===== src/rtl/uart_tx_arbiter.sv =====
// Round-robin arbiter that shares one byte-serial UART transmitter between N_REQ sources.
// Grants whole messages, caps the message length and enforces an idle gap between messages.
module uart_tx_arbiter #(
    parameter int N_REQ       = 4,
    parameter int GAP_CYCLES  = 1000,
    parameter int MAX_MSG_LEN = 64
) (
    input  logic                     clk,
    input  logic                     rst,
    input  logic [N_REQ-1:0]         req_valid,
    input  logic [8*N_REQ-1:0]       req_data,
    input  logic [N_REQ-1:0]         req_last,
    output logic [N_REQ-1:0]         req_ready,
    input  logic                     hold,
    output logic                     tx_valid,
    output logic [7:0]               tx_data,
    input  logic                     tx_ready,
    output logic                     grant_active,
    output logic [$clog2(N_REQ)-1:0] grant_id,
    output logic                     err_overlong
);
    localparam int ID_W  = $clog2(N_REQ);
    localparam int GAP_W = (GAP_CYCLES > 1) ? $clog2(GAP_CYCLES) : 1;
    localparam logic [GAP_W-1:0] GAP_LAST = GAP_W'((GAP_CYCLES > 0) ? GAP_CYCLES - 1 : 0);
    localparam logic [7:0]       MAX_LEN  = 8'(MAX_MSG_LEN);
    localparam logic [ID_W-1:0]  LAST_ID  = ID_W'(N_REQ - 1);

    typedef enum logic [1:0] {IDLE, XFER, DRAIN, GAP} state_t;

    state_t           state, state_next;
    logic [ID_W-1:0]  rr_ptr, winner, scan_idx;
    logic             any_req, accept, sel_valid, sel_last, drain_done, overlong;
    logic [7:0]       sel_data, byte_cnt;
    logic [GAP_W-1:0] gap_cnt;

    // Only the granted requester's lane is ever looked at.
    always_comb begin
        sel_valid = 1'b0;
        sel_last  = 1'b0;
        sel_data  = 8'h00;
        for (int i = 0; i < N_REQ; i++) begin
            if (grant_id == ID_W'(i)) begin
                sel_valid = req_valid[i];
                sel_last  = req_last[i];
                sel_data  = req_data[8*i +: 8];
            end
        end
    end

    // First requesting source at or after rr_ptr, wrapping around.
    always_comb begin
        winner   = rr_ptr;
        any_req  = 1'b0;
        scan_idx = rr_ptr;
        for (int k = 0; k < N_REQ; k++) begin
            scan_idx = ID_W'((int'(rr_ptr) + k) % N_REQ);
            if (!any_req && req_valid[scan_idx]) begin
                winner  = scan_idx;
                any_req = 1'b1;
            end
        end
    end

    assign accept       = (state == XFER) && sel_valid && !hold && (!tx_valid || tx_ready);
    assign drain_done   = !tx_valid || tx_ready;
    assign overlong     = (byte_cnt + 8'd1) == MAX_LEN;
    assign grant_active = (state == XFER) || (state == DRAIN);

    always_comb begin
        req_ready = '0;
        for (int i = 0; i < N_REQ; i++) begin
            if (accept && grant_id == ID_W'(i)) begin
                req_ready[i] = 1'b1;
            end
        end
    end

    always_comb begin
        state_next = state;
        unique case (state)
            IDLE:    if (!hold && any_req) state_next = XFER;
            XFER:    if (accept && (sel_last || overlong)) state_next = DRAIN;
            DRAIN:   if (drain_done) state_next = (GAP_CYCLES > 0) ? GAP : IDLE;
            GAP:     if (gap_cnt == GAP_LAST) state_next = IDLE;
            default: state_next = IDLE;
        endcase
    end

    always_ff @(posedge clk or posedge rst) begin
        if (rst) begin
            state <= IDLE;
        end else begin
            state <= state_next;
        end
    end

    // A byte accepted in the same cycle as a handshake keeps tx_valid high without a bubble.
    always_ff @(posedge clk or posedge rst) begin
        if (rst) begin
            tx_valid     <= 1'b0;
            tx_data      <= 8'h00;
            grant_id     <= '0;
            rr_ptr       <= '0;
            byte_cnt     <= 8'h00;
            gap_cnt      <= '0;
            err_overlong <= 1'b0;
        end else begin
            err_overlong <= 1'b0;
            if (state == IDLE && state_next == XFER) begin
                grant_id <= winner;
                byte_cnt <= 8'h00;
            end
            if (accept) begin
                tx_valid <= 1'b1;
                tx_data  <= sel_data;
                byte_cnt <= byte_cnt + 8'd1;
                if (!sel_last && overlong) begin
                    err_overlong <= 1'b1;
                end
            end else if (tx_valid && tx_ready) begin
                tx_valid <= 1'b0;
            end
            if (state == DRAIN && drain_done) begin
                rr_ptr <= (grant_id == LAST_ID) ? '0 : grant_id + 1'b1;
            end
            if (state == GAP) begin
                gap_cnt <= gap_cnt + 1'b1;
            end else begin
                gap_cnt <= '0;
            end
        end
    end
endmodule


===== config.mk =====
export PLATFORM = sky130hd
export DESIGN_NAME = uart_tx_arbiter
export DESIGN_NICKNAME = d
export VERILOG_FILES = /design/src/rtl/uart_tx_arbiter.sv
export SDC_FILE = /design/constraint.sdc
export NUM_CORES = 1
export LEC_CHECK = 0
export BUFFER_PORTS_ARGS = -buffer_cell sky130_fd_sc_hd__buf_2
export CORE_UTILIZATION = 48
export CTS_CLUSTER_SIZE = 14
export DETAILED_ROUTE_END_ITERATION = 10
export HOLD_SLACK_MARGIN = 0.12
export PLACE_DENSITY_LB_ADDON = 0.08
export SYNTH_ARGS = -nofsm -noshare
export SYNTH_HDL_FRONTEND = slang
export SYNTH_SLANG_ARGS = --single-unit

===== constraint.sdc =====
create_clock -name clk -period 1.62 [get_ports clk]
set_input_delay 0 -clock clk [delete_from_list [all_inputs] [get_ports clk]]
set_output_delay 0 -clock clk [all_outputs]
set_load 0.01 [all_outputs]

==> results of run 1 <==
[state kept, by name, indices dropped and copies added (netlist names)]
register      count
grant_id          2
state             2
byte_cnt          8
rr_ptr            2
gap_cnt          10
tx_data           8
tx_valid          1
err_overlong      1
[what timing repair did]
action,CTS,global route
setup endpoints to repair,23,23
setup buffers,5,1
hold buffers,11,0
gates cloned,0,0
resized for setup,11,12
endpoints found under the hold margin,44,0
pin swaps,7,3
[synth_stat cells (3+ instances only)]
| library cell | number | area share, % |
|---|---|---|
| nand3_1 | 7 | 1.6 |
| nor2_1 | 11 | 1.8 |
| ha_1 | 10 | 5.6 |
| and3_1 | 6 | 1.7 |
| nand2_1 | 30 | 5.0 |
| nand4_1 | 3 | 0.83 |
| nor3_1 | 7 | 1.6 |
| nand3b_1 | 7 | 2.3 |
| a22o_1 | 4 | 1.6 |
| dfrtp_1 | 34 | 38 |
| o211ai_1 | 6 | 2.0 |
| o21a_1 | 6 | 2.0 |
| buf_2 | 5 | 1.1 |
| o21ai_0 | 13 | 2.9 |
| nor2b_1 | 8 | 2.2 |
| clkbuf_1 | 6 | 1.0 |
| xor2_1 | 6 | 2.3 |
| a21oi_1 | 23 | 5.1 |
| and2_1 | 10 | 2.8 |
| inv_1 | 7 | 1.2 |
| a211oi_1 | 4 | 1.3 |
| xnor2_1 | 3 | 1.2 |
[cells in the final DEF (no fill, tap or decap), types with 2 or more instances in the layout]
master / count
nor2b_1: 8
nand2_1: 29
o41ai_1: 2
ha_1: 7
dfrtp_2: 2
nand3_1: 7
o21ai_1: 7
dlygate4sd3_1: 11
nand3b_1: 7
inv_1: 5
nand4_1: 3
xor2_1: 6
ha_4: 3
buf_2: 60
o21ai_0: 6
clkbuf_8: 6
and4b_4: 2
o211ai_1: 6
mux2i_1: 2
nor3_1: 6
inv_2: 2
nor2_1: 11
and3_1: 6
a22o_1: 4
xnor2_1: 3
nand2b_1: 2
and2_1: 10
buf_6: 2
o21a_1: 6
a21oi_1: 22
a211oi_1: 3
buf_4: 33
dfrtp_1: 32
[worst max-delay path by stage]
| stage | to | slack (ps) | cells after the start |
|---|---|---|---|
| 2_1_floorplan | byte_cnt[0] | -90 | 8 |
| 3_3_place_gp | state[1] | -90 | 7 |
| 3_5_place_dp | state[1] | -160 | 8 |
| 4_1_cts | state[1] | -150 | 8 |
| 5_1_grt | state[1] | -260 | 8 |
| 6_report | req_ready[0] | -180 | 6 |
[kinds of logic after synthesis]
group,Yosys count
xor gates and xnor gates,9
and+or+nand+nor,103
adders and majority gates,10
muxes,4
buffers and inverters,21
AOI/OAI and AO/OA,69
DFF,34
[per-stage QoR]
stage	hold slack, ps	util [%]	worst slack, ps	std cells
after global routing	157	70.3	-263	404
after detailed placement	120	63.0	-162	379
after global placement	114	63.0	-92.6	379
after CTS	137	69.0	-150	403
final	135	70.3	-180	404
after floorplan	142	-	-89.7	250
[report_power, final]
group	leakage, nW	switching (mW)	total (mW)	internal (mW)
clock	0.0472	0.322	0.663	0.341
combinational	1.01	0.0659	0.145	0.0795
sequential	0.443	0	0.849	0.849
total	1.50	0.388	1.66	1.27
[area by class of cell]
| cell class | instances | area (um2) |
|---|---|---|
| tap | 52 | 65.1 |
| inverter | 7 | 26.3 |
| clock inverter | 2 | 12.5 |
| timing repair buffer | 108 | 716 |
| sequential | 34 | 853 |
| fill | 375 | 1320 |
| multi-input combinational | 195 | 1370 |
| clock buffer | 6 | 82.6 |
[metal layers]
metal | share of wire [%] | global-route usage, %
met5 | 0 | 0
met2 | 49 | 38.9
met1 | 45 | 31.2
met4 | 2.4 | 10.2
met3 | 3.6 | 5.92
[critical path, stage by stage, from the launching register on]
cell and delay (ps):
dfrtp_2 440, ha_4 170, or2b_4 280, and4b_4 220
buf_6 120, and3_1 150, buf_2 130
==> flow_metrics.py, run 1 <==
metrics = {
    "timing": {
        "grt_setup_unrepaired": "yes",
        "slew_violations": 0,
        "slew_headroom_pct": 71.5,
        "tightest_slew_ps": 421,
        "finalClockSkew_ps": 5.15,
        "worst_slack_ps": -180,
        "timing.final.crit_share_pct": 111,
        "hold_violations": 0,
        "setup_viol": 23,
        "min_period_ps": 1800,
        "fmax_mhz": 555,
        "setup_tns_ps": -2800,
    },
    "floorplan": {
        "die_area_um2": 4970,
        "rows": 24,
        "ios": 61,
        "initial_core_util_pct": 50.7,
        "core_um2": 4440,
        "die_h_um": 70.5,
        "chipWidth_um": 70.5,
    },
    "power": {
        "leakage_nw": 1.50,
        "finalPower_mw": 1.66,
        "vdd_ir_drop_max_mv": 0.440,
        "powerDensity_nw_per_um2": 530,
    },
    "synth": {
        "syn_inst": 250,
        "synth_seq_cells": 34,
        "synth_top_family_by_area": "simple AND/OR/NAND/NOR gates",
        "synth_flop_cell": "dfrtp_1",
        "synthArstFlopShare_pct": 100,
        "synth_fa_ha_area_share_pct": 5.56,
        "muxShareOfSynthArea_pct": 1.89,
        "avgSynthCellArea_um2": 9.01,
        "syn_nets": 304,
        "synth_xor_area_share_pct": 3.50,
        "synth-edff-count": 0,
        "netlist_area_um2": 2250,
        "synth-compound-area-share_pct": 20.4,
        "yosysSeqAreaShare_pct": 37.8,
        "synth_cell_types": 50,
        "synth_warnings": 0,
        "yosys.area_share.simple_pct": 26.6,
    },
    "cts": {
        "clk_latency_ps": 300,
        "clock_path_buffers": 2,
        "clkTransAtPathRegs_ps": 70,
        "cts_tree": "yes",
        "cts_buffers": 5,
        "clockRootBuffer": "clkbuf_8",
        "htree_levels": 2,
        "numClockSinks": 34,
    },
    "cells_and_area": {
        "final_area_um2": 3120,
        "layout-drive-gt1-share_pct": 36.4,
        "diodes": 0,
        "layout.nets": 405,
        "area_growth_pct": 38.7,
    },
    "setup_path": {
        "critPathLaunch": "grant_id[1]",
        "r2r_end": "state[1]",
        "crit_fanout": 4,
        "r2r_cells": 8,
        "r2r_slack_ps": -170,
        "worstPathArrival_ps": 1800,
        "critPathKind": "flip-flop to primary output",
        "crit_required_ps": 1620,
        "r2r_start": "grant_id[0]",
        "start_kind": "flip-flop",
        "end_kind": "primary output",
    },
    "global_route": {
        "grt_pass1_vias": 2070,
        "track_usage_pct": 24.2,
        "gr-total-overflow": 0,
        "antenna_found_initial": 0,
        "grt_start_max_net_pins": 35,
        "grt_pass1_wl_um": 9360,
    },
    "detailed_routing": {
        "vias": 2193,
        "route.antenna.remaining_nets": 0,
        "firstDrtPassIters": 7,
        "route.detailed.drc": 12,
        "drt_iter0_markers": 128,
        "avgRoutedWirePerCell_um": 13.3,
        "postRouteWirelength_um": 5370,
        "vias_per_cell": 5.43,
    },
    "run_status": {
        "failed_checks": "design-rule violations, negative setup slack",
        "status": "finished, violations left",
    },
    "placement": {
        "post_dp_cell_area_um2": 2800,
        "port_buffers": 60,
        "place.gp.congestion": 0.806,
        "post-dp-hpwl_um": 3850,
    },
    "min_path": {
        "hold_path.class": "input pin to flip-flop",
        "hold_end": "tx_data[5]",
        "hold_path_depth": 4,
        "hp-start": "req_data[21]",
    },
    "job": {
        "maxCapViolCount": 0,
    },
}
(Power assumes the default switching activity.)
==> run 2: changes to the inputs <==
--- a/config.mk
+++ b/config.mk
@@ -6,7 +6,7 @@
 export NUM_CORES = 1
 export LEC_CHECK = 0
 export BUFFER_PORTS_ARGS = -buffer_cell sky130_fd_sc_hd__buf_2
-export CORE_UTILIZATION = 48
+export CORE_UTILIZATION = 25
 export CTS_CLUSTER_SIZE = 14
 export DETAILED_ROUTE_END_ITERATION = 10
 export HOLD_SLACK_MARGIN = 0.12
==> run 2 against run 1 <==
  * The run ends with negative setup slack left
  * Worst setup slack got worse by 57 ps
  * Clock skew fell by 0.53 ps
  * Die area is 89% higher
  * Via count is 0.68% lower
  * Critical path depth increased by 3
  * Largest power group unchanged
==> flow_metrics.py, run 2 (synthesis results as in run 1) <==
metrics = {
    "cells_and_area": {
        "largest_reg_flops": 10,
        "fin_cells": 465,
        "final_common_cell": "buf_2",
        "layout-drive-gt1-share_pct": 40.1,
        "largest_register": "gap_cnt",
        "final_area_um2": 3370,
        "area_growth_pct": 49.7,
        "layout.nets": 410,
        "diodes": 0,
        "layout_common_cells": "buf_2 (56), buf_4 (33), dfrtp_1 (32)",
        "top_regs": "gap_cnt x10, byte_cnt x8, tx_data x8",
    },
    "job": {
        "maxCapViolCount": 0,
    },
    "placement": {
        "post-dp-hpwl_um": 4440,
        "post_dp_cell_area_um2": 2900,
        "port_buffers": 60,
        "dp.cells": 437,
        "place.gp.congestion": 0.696,
    },
    "timing": {
        "grt_setup_unrepaired": "yes",
        "min_period_ps": 1860,
        "slew_headroom_pct": 69.5,
        "finalClockSkew_ps": 4.62,
        "hold_violations": 0,
        "timing.final.crit_share_pct": 115,
        "tightest_slew_ps": 458,
        "setup_viol": 23,
        "worst_slack_ps": -237,
        "slew_violations": 0,
        "setup_tns_ps": -3480,
        "fmax_mhz": 538,
    },
    "detailed_routing": {
        "dr_wl_met2_um": 2850,
        "drt-met1-wl_um": 2940,
        "vias": 2178,
        "postRouteWirelength_um": 6080,
        "avgRoutedWirePerCell_um": 13.1,
        "route.detailed.drc": 0,
        "firstDrtPassIters": 4,
        "route.met3.wl_um": 232,
        "route.top_layer_used": "met4",
        "vias_per_cell": 4.68,
        "drt_iter0_markers": 60,
        "route.antenna.remaining_nets": 0,
    },
    "setup_path": {
        "r2r_slack_ps": -240,
        "critPathKind": "flip-flop to flip-flop",
        "crit_fanout": 9,
        "worstPathArrival_ps": 2050,
        "crit_required_ps": 1810,
        "end_kind": "flip-flop",
        "r2r_cells": 9,
        "start_kind": "flip-flop",
    },
    "cts": {
        "clk_latency_ps": 290,
        "clkTransAtPathRegs_ps": 70,
        "htree_levels": 2,
        "cts_buffers": 5,
        "numClockSinks": 34,
        "clock_path_buffers": 2,
        "cts_tree": "yes",
        "clockRootBuffer": "clkbuf_8",
    },
    "min_path": {
        "hold_path_depth": 4,
        "hold_path.class": "input pin to flip-flop",
    },
    "global_route": {
        "antenna_found_initial": 0,
        "grt_start_max_net_pins": 35,
        "grt_pass1_vias": 2152,
        "gr-total-overflow": 0,
        "grt_pass1_wl_um": 10200,
        "track_usage_pct": 13.3,
    },
    "run_status": {
        "status": "finished, violations left",
        "failed_checks": "negative setup slack",
    },
    "floorplan": {
        "ios": 61,
        "die_h_um": 96.9,
        "rows": 34,
        "initial_core_util_pct": 25.8,
        "core_um2": 8720,
        "die_area_um2": 9390,
        "chipWidth_um": 96.9,
    },
    "power": {
        "vdd_ir_drop_max_mv": 0.237,
        "finalPower_mw": 1.66,
        "powerDensity_nw_per_um2": 493,
        "leakage_nw": 1.54,
    },
}
==> run 2: cell count changes in the layout (fill, tap and decap cells not counted), sizes merged <==
cell and delta:
clkbuf +1, dlygate4sd3 -1, buf +5
==> run 2: final timing paths <==
| kind | from | end |
|---|---|---|
| max | grant_id[1] | byte_cnt[7] |
| max in group asynchronous | rst | grant_id[1] |
| min reg2reg | tx_data[4] | tx_data[4] |
| max reg2reg | grant_id[1] | byte_cnt[7] |
| min in group asynchronous | rst | byte_cnt[7] |
| min | req_data[17] | tx_data[1] |
==> run 2: power by group <==
group	leakage [nW]	internal (mW)	switching (mW)
logic	1.05	0.0777	0.0671
registers	0.443	0.848	0
clock network	0.0472	0.342	0.328
total	1.54	1.27	0.395
==> run 2: repair_timing <==
| action | 4_1_cts | 5_1_grt |
|---|---|---|
| hold buffers | 10 | 0 |
| setup endpoints to repair | 24 | 24 |
| setup buffers | 4 | 6 |
| endpoints found under the hold margin | 43 | 0 |
| gates cloned | 0 | 1 |
| gates resized for setup | 19 | 19 |
| pin swaps | 5 | 13 |
==> run 2: per-layer routing <==
layer	up-vias	track usage, %
li1	1111	-
met1	1021	17.8
met2	40	21.3
met3	6	3.47
met4	0	3.10
met5	-	0
==> run 2: stage by stage <==
step           utilization (%)  setup slack [ps]  hold slack, ps
2_1_floorplan                -             -89.7             142
3_3_place_gp              33.2              -180             137
3_5_place_dp              33.2              -187             136
4_1_cts                   36.6              -194             120
5_1_grt                   38.7              -306             151
6_report                  38.7              -237             132
==> run 2: layout make-up <==
cell class / instances / area, um2
fillers: 911 / 5350
multi-input cells: 195 / 1430
flip-flops and latches: 34 / 853
repair buffers: 113 / 835
well taps: 108 / 135
clock buffers: 6 / 82.6
inverters: 7 / 26.3
clock inverters: 2 / 12.5
==> run 2: critical path, stage by stage, from the launching register on <==
cell	delay [ps]
dfrtp_2	460
inv_2	110
ha_4	150
nand4bb_4	150
and4b_4	260
nor2_4	50
buf_12	130
buf_12	130
a21o_1	150
a22o_1	170
==> run 3: changes to the inputs <==
--- a/config.mk
+++ b/config.mk
@@ -11,6 +11,7 @@
 export DETAILED_ROUTE_END_ITERATION = 10
 export HOLD_SLACK_MARGIN = 0.12
 export PLACE_DENSITY_LB_ADDON = 0.08
+export SKIP_LAST_GASP = 1
 export SYNTH_ARGS = -nofsm -noshare
 export SYNTH_HDL_FRONTEND = slang
 export SYNTH_SLANG_ARGS = --single-unit
==> run 3 against run 2 <==
  * Total power hardly changed
  * Sequential share of layout area rose by 0.10 points
  * Worst setup slack improved by 4.1 ps
  * Largest power group unchanged
  * Largest cell class unchanged
  * Cell area is 0.41% lower
  * Utilization shrank 0.16 points
  * The run still ends with negative setup slack left
  * Non-clock buffer count unchanged
  * Maximum frequency rose by 0.22%
  * Combinational power hardly changed
  * Clock skew about the same
  * Sequential cell count unchanged
  * Critical path depth is the same
  * Hold slack about the same
==> flow_metrics.py, run 3 (synthesis results as in run 1) <==
metrics = {
    "detailed_routing": {
        "vias": 2191,
        "route.top_layer_used": "met4",
        "route.met3.wl_um": 247,
        "firstDrtPassIters": 4,
        "drt_iter0_markers": 62,
        "drt-met1-wl_um": 2960,
        "vias_per_cell": 4.71,
        "route.detailed.drc": 0,
        "dr_wl_met2_um": 2820,
        "avgRoutedWirePerCell_um": 13.1,
        "route.antenna.remaining_nets": 0,
        "postRouteWirelength_um": 6080,
    },
    "cells_and_area": {
        "diodes": 0,
        "layout-drive-gt1-share_pct": 39.2,
        "top_regs": "gap_cnt x10, byte_cnt x8, tx_data x8",
        "layout.nets": 410,
        "largest_reg_flops": 10,
        "area_growth_pct": 49.1,
        "final_common_cell": "buf_2",
        "largest_register": "gap_cnt",
        "layout_common_cells": "buf_2 (56), buf_4 (33), dfrtp_1 (32)",
    },
    "timing": {
        "slew_violations": 0,
        "hold_violations": 0,
        "setup_tns_ps": -3480,
        "slew_headroom_pct": 69.5,
        "worst_slack_ps": -233,
        "finalClockSkew_ps": 4.49,
        "fmax_mhz": 540,
        "tightest_slew_ps": 458,
        "min_period_ps": 1850,
        "setup_viol": 23,
        "grt_setup_unrepaired": "yes",
        "timing.final.crit_share_pct": 114,
    },
    "global_route": {
        "grt_pass1_vias": 2155,
        "grt_start_max_net_pins": 35,
        "grt_pass1_wl_um": 10200,
        "antenna_found_initial": 0,
        "track_usage_pct": 13.3,
        "gr-total-overflow": 0,
    },
    "run_status": {
        "failed_checks": "negative setup slack",
        "status": "finished, violations left",
    },
    "cts": {
        "numClockSinks": 34,
        "cts_buffers": 5,
        "htree_levels": 2,
        "cts_tree": "yes",
        "clk_latency_ps": 290,
        "clock_path_buffers": 2,
        "clockRootBuffer": "clkbuf_8",
        "clkTransAtPathRegs_ps": 70,
    },
    "power": {
        "finalPower_mw": 1.66,
        "powerDensity_nw_per_um2": 495,
        "leakage_nw": 1.54,
        "vdd_ir_drop_max_mv": 0.236,
    },
    "placement": {
        "place.gp.congestion": 0.696,
        "pre_cts_slack_ps": -187,
        "post-dp-hpwl_um": 4440,
        "port_buffers": 60,
    },
    "floorplan": {
        "ios": 61,
        "rows": 34,
        "core_um2": 8720,
        "die_area_um2": 9390,
        "chipWidth_um": 96.9,
        "initial_core_util_pct": 25.8,
        "die_h_um": 96.9,
    },
    "setup_path": {
        "end_kind": "flip-flop",
        "crit_required_ps": 1810,
        "crit_fanout": 9,
        "critPathKind": "flip-flop to flip-flop",
        "start_kind": "flip-flop",
        "worstPathArrival_ps": 2040,
    },
    "min_path": {
        "hold_path.class": "input pin to flip-flop",
    },
    "job": {
        "maxCapViolCount": 0,
    },
}
[run 3: critical path: stages, from the launching register on]
cell and delay [ps]:
dfrtp_2 460, inv_2 110, ha_4 150, nand4bb_4 150, and4b_4 260, nor2_4 50, buf_12 130, buf_12 130
a21o_1 150, a22o_1 170
[run 3: timing repair]
item | 4_1_cts | 5_1_grt
setup endpoints to repair | 24 | 24
cloned | 0 | 1
hold endpoints to repair | 43 | 0
hold buffers | 10 | 0
gates resized for setup | 19 | 16
buffers inserted | 4 | 6
pin swaps | 5 | 12
[run 3: power breakdown]
| group | internal (mW) | switching, mW | total [mW] | leakage [nW] |
|---|---|---|---|---|
| registers | 0.848 | 0 | 0.848 | 0.443 |
| clock network | 0.342 | 0.328 | 0.669 | 0.0472 |
| logic | 0.0777 | 0.0674 | 0.145 | 1.05 |
| total | 1.27 | 0.395 | 1.66 | 1.54 |
[run 3: worst paths after layout]
path                              startpoint     endpoint  slack (ps)  cells after the start
worst max register to register   grant_id[1]  byte_cnt[7]        -230                      9
min in group asynchronous                rst  byte_cnt[7]         350                      4
worst max-delay path             grant_id[1]  byte_cnt[7]        -230                      9
max in group asynchronous                rst  grant_id[1]         920                      4
worst min register to register    tx_data[4]   tx_data[4]         490                      1
worst min-delay path            req_data[17]   tx_data[1]         130                      4
[run 3: area by class of cell]
| type | count | area (um2) |
|---|---|---|
| clock inverters | 2 | 12.5 |
| fillers | 912 | 5360 |
| repair buffers | 113 | 835 |
| clock buffers | 6 | 82.6 |
| inverters | 7 | 26.3 |
| flip-flops and latches | 34 | 853 |
| well taps | 108 | 135 |
| multi-input cells | 195 | 1410 |
[run 3: per-stage QoR]
stage	hold slack, ps	instances	instance area (um2)	util, %
2_1_floorplan	142	250	2270	-
3_3_place_gp	137	437	2900	33.2
3_5_place_dp	136	437	2900	33.2
4_1_cts	120	459	3190	36.6
5_1_grt	151	465	3360	38.5
6_report	132	465	3360	38.5
[run 3: metal layers]
layer	track usage, %	vias up
met5	0	-
met4	3.10	0
met3	3.47	6
met2	21.3	41
met1	17.8	1032
li1	-	1112
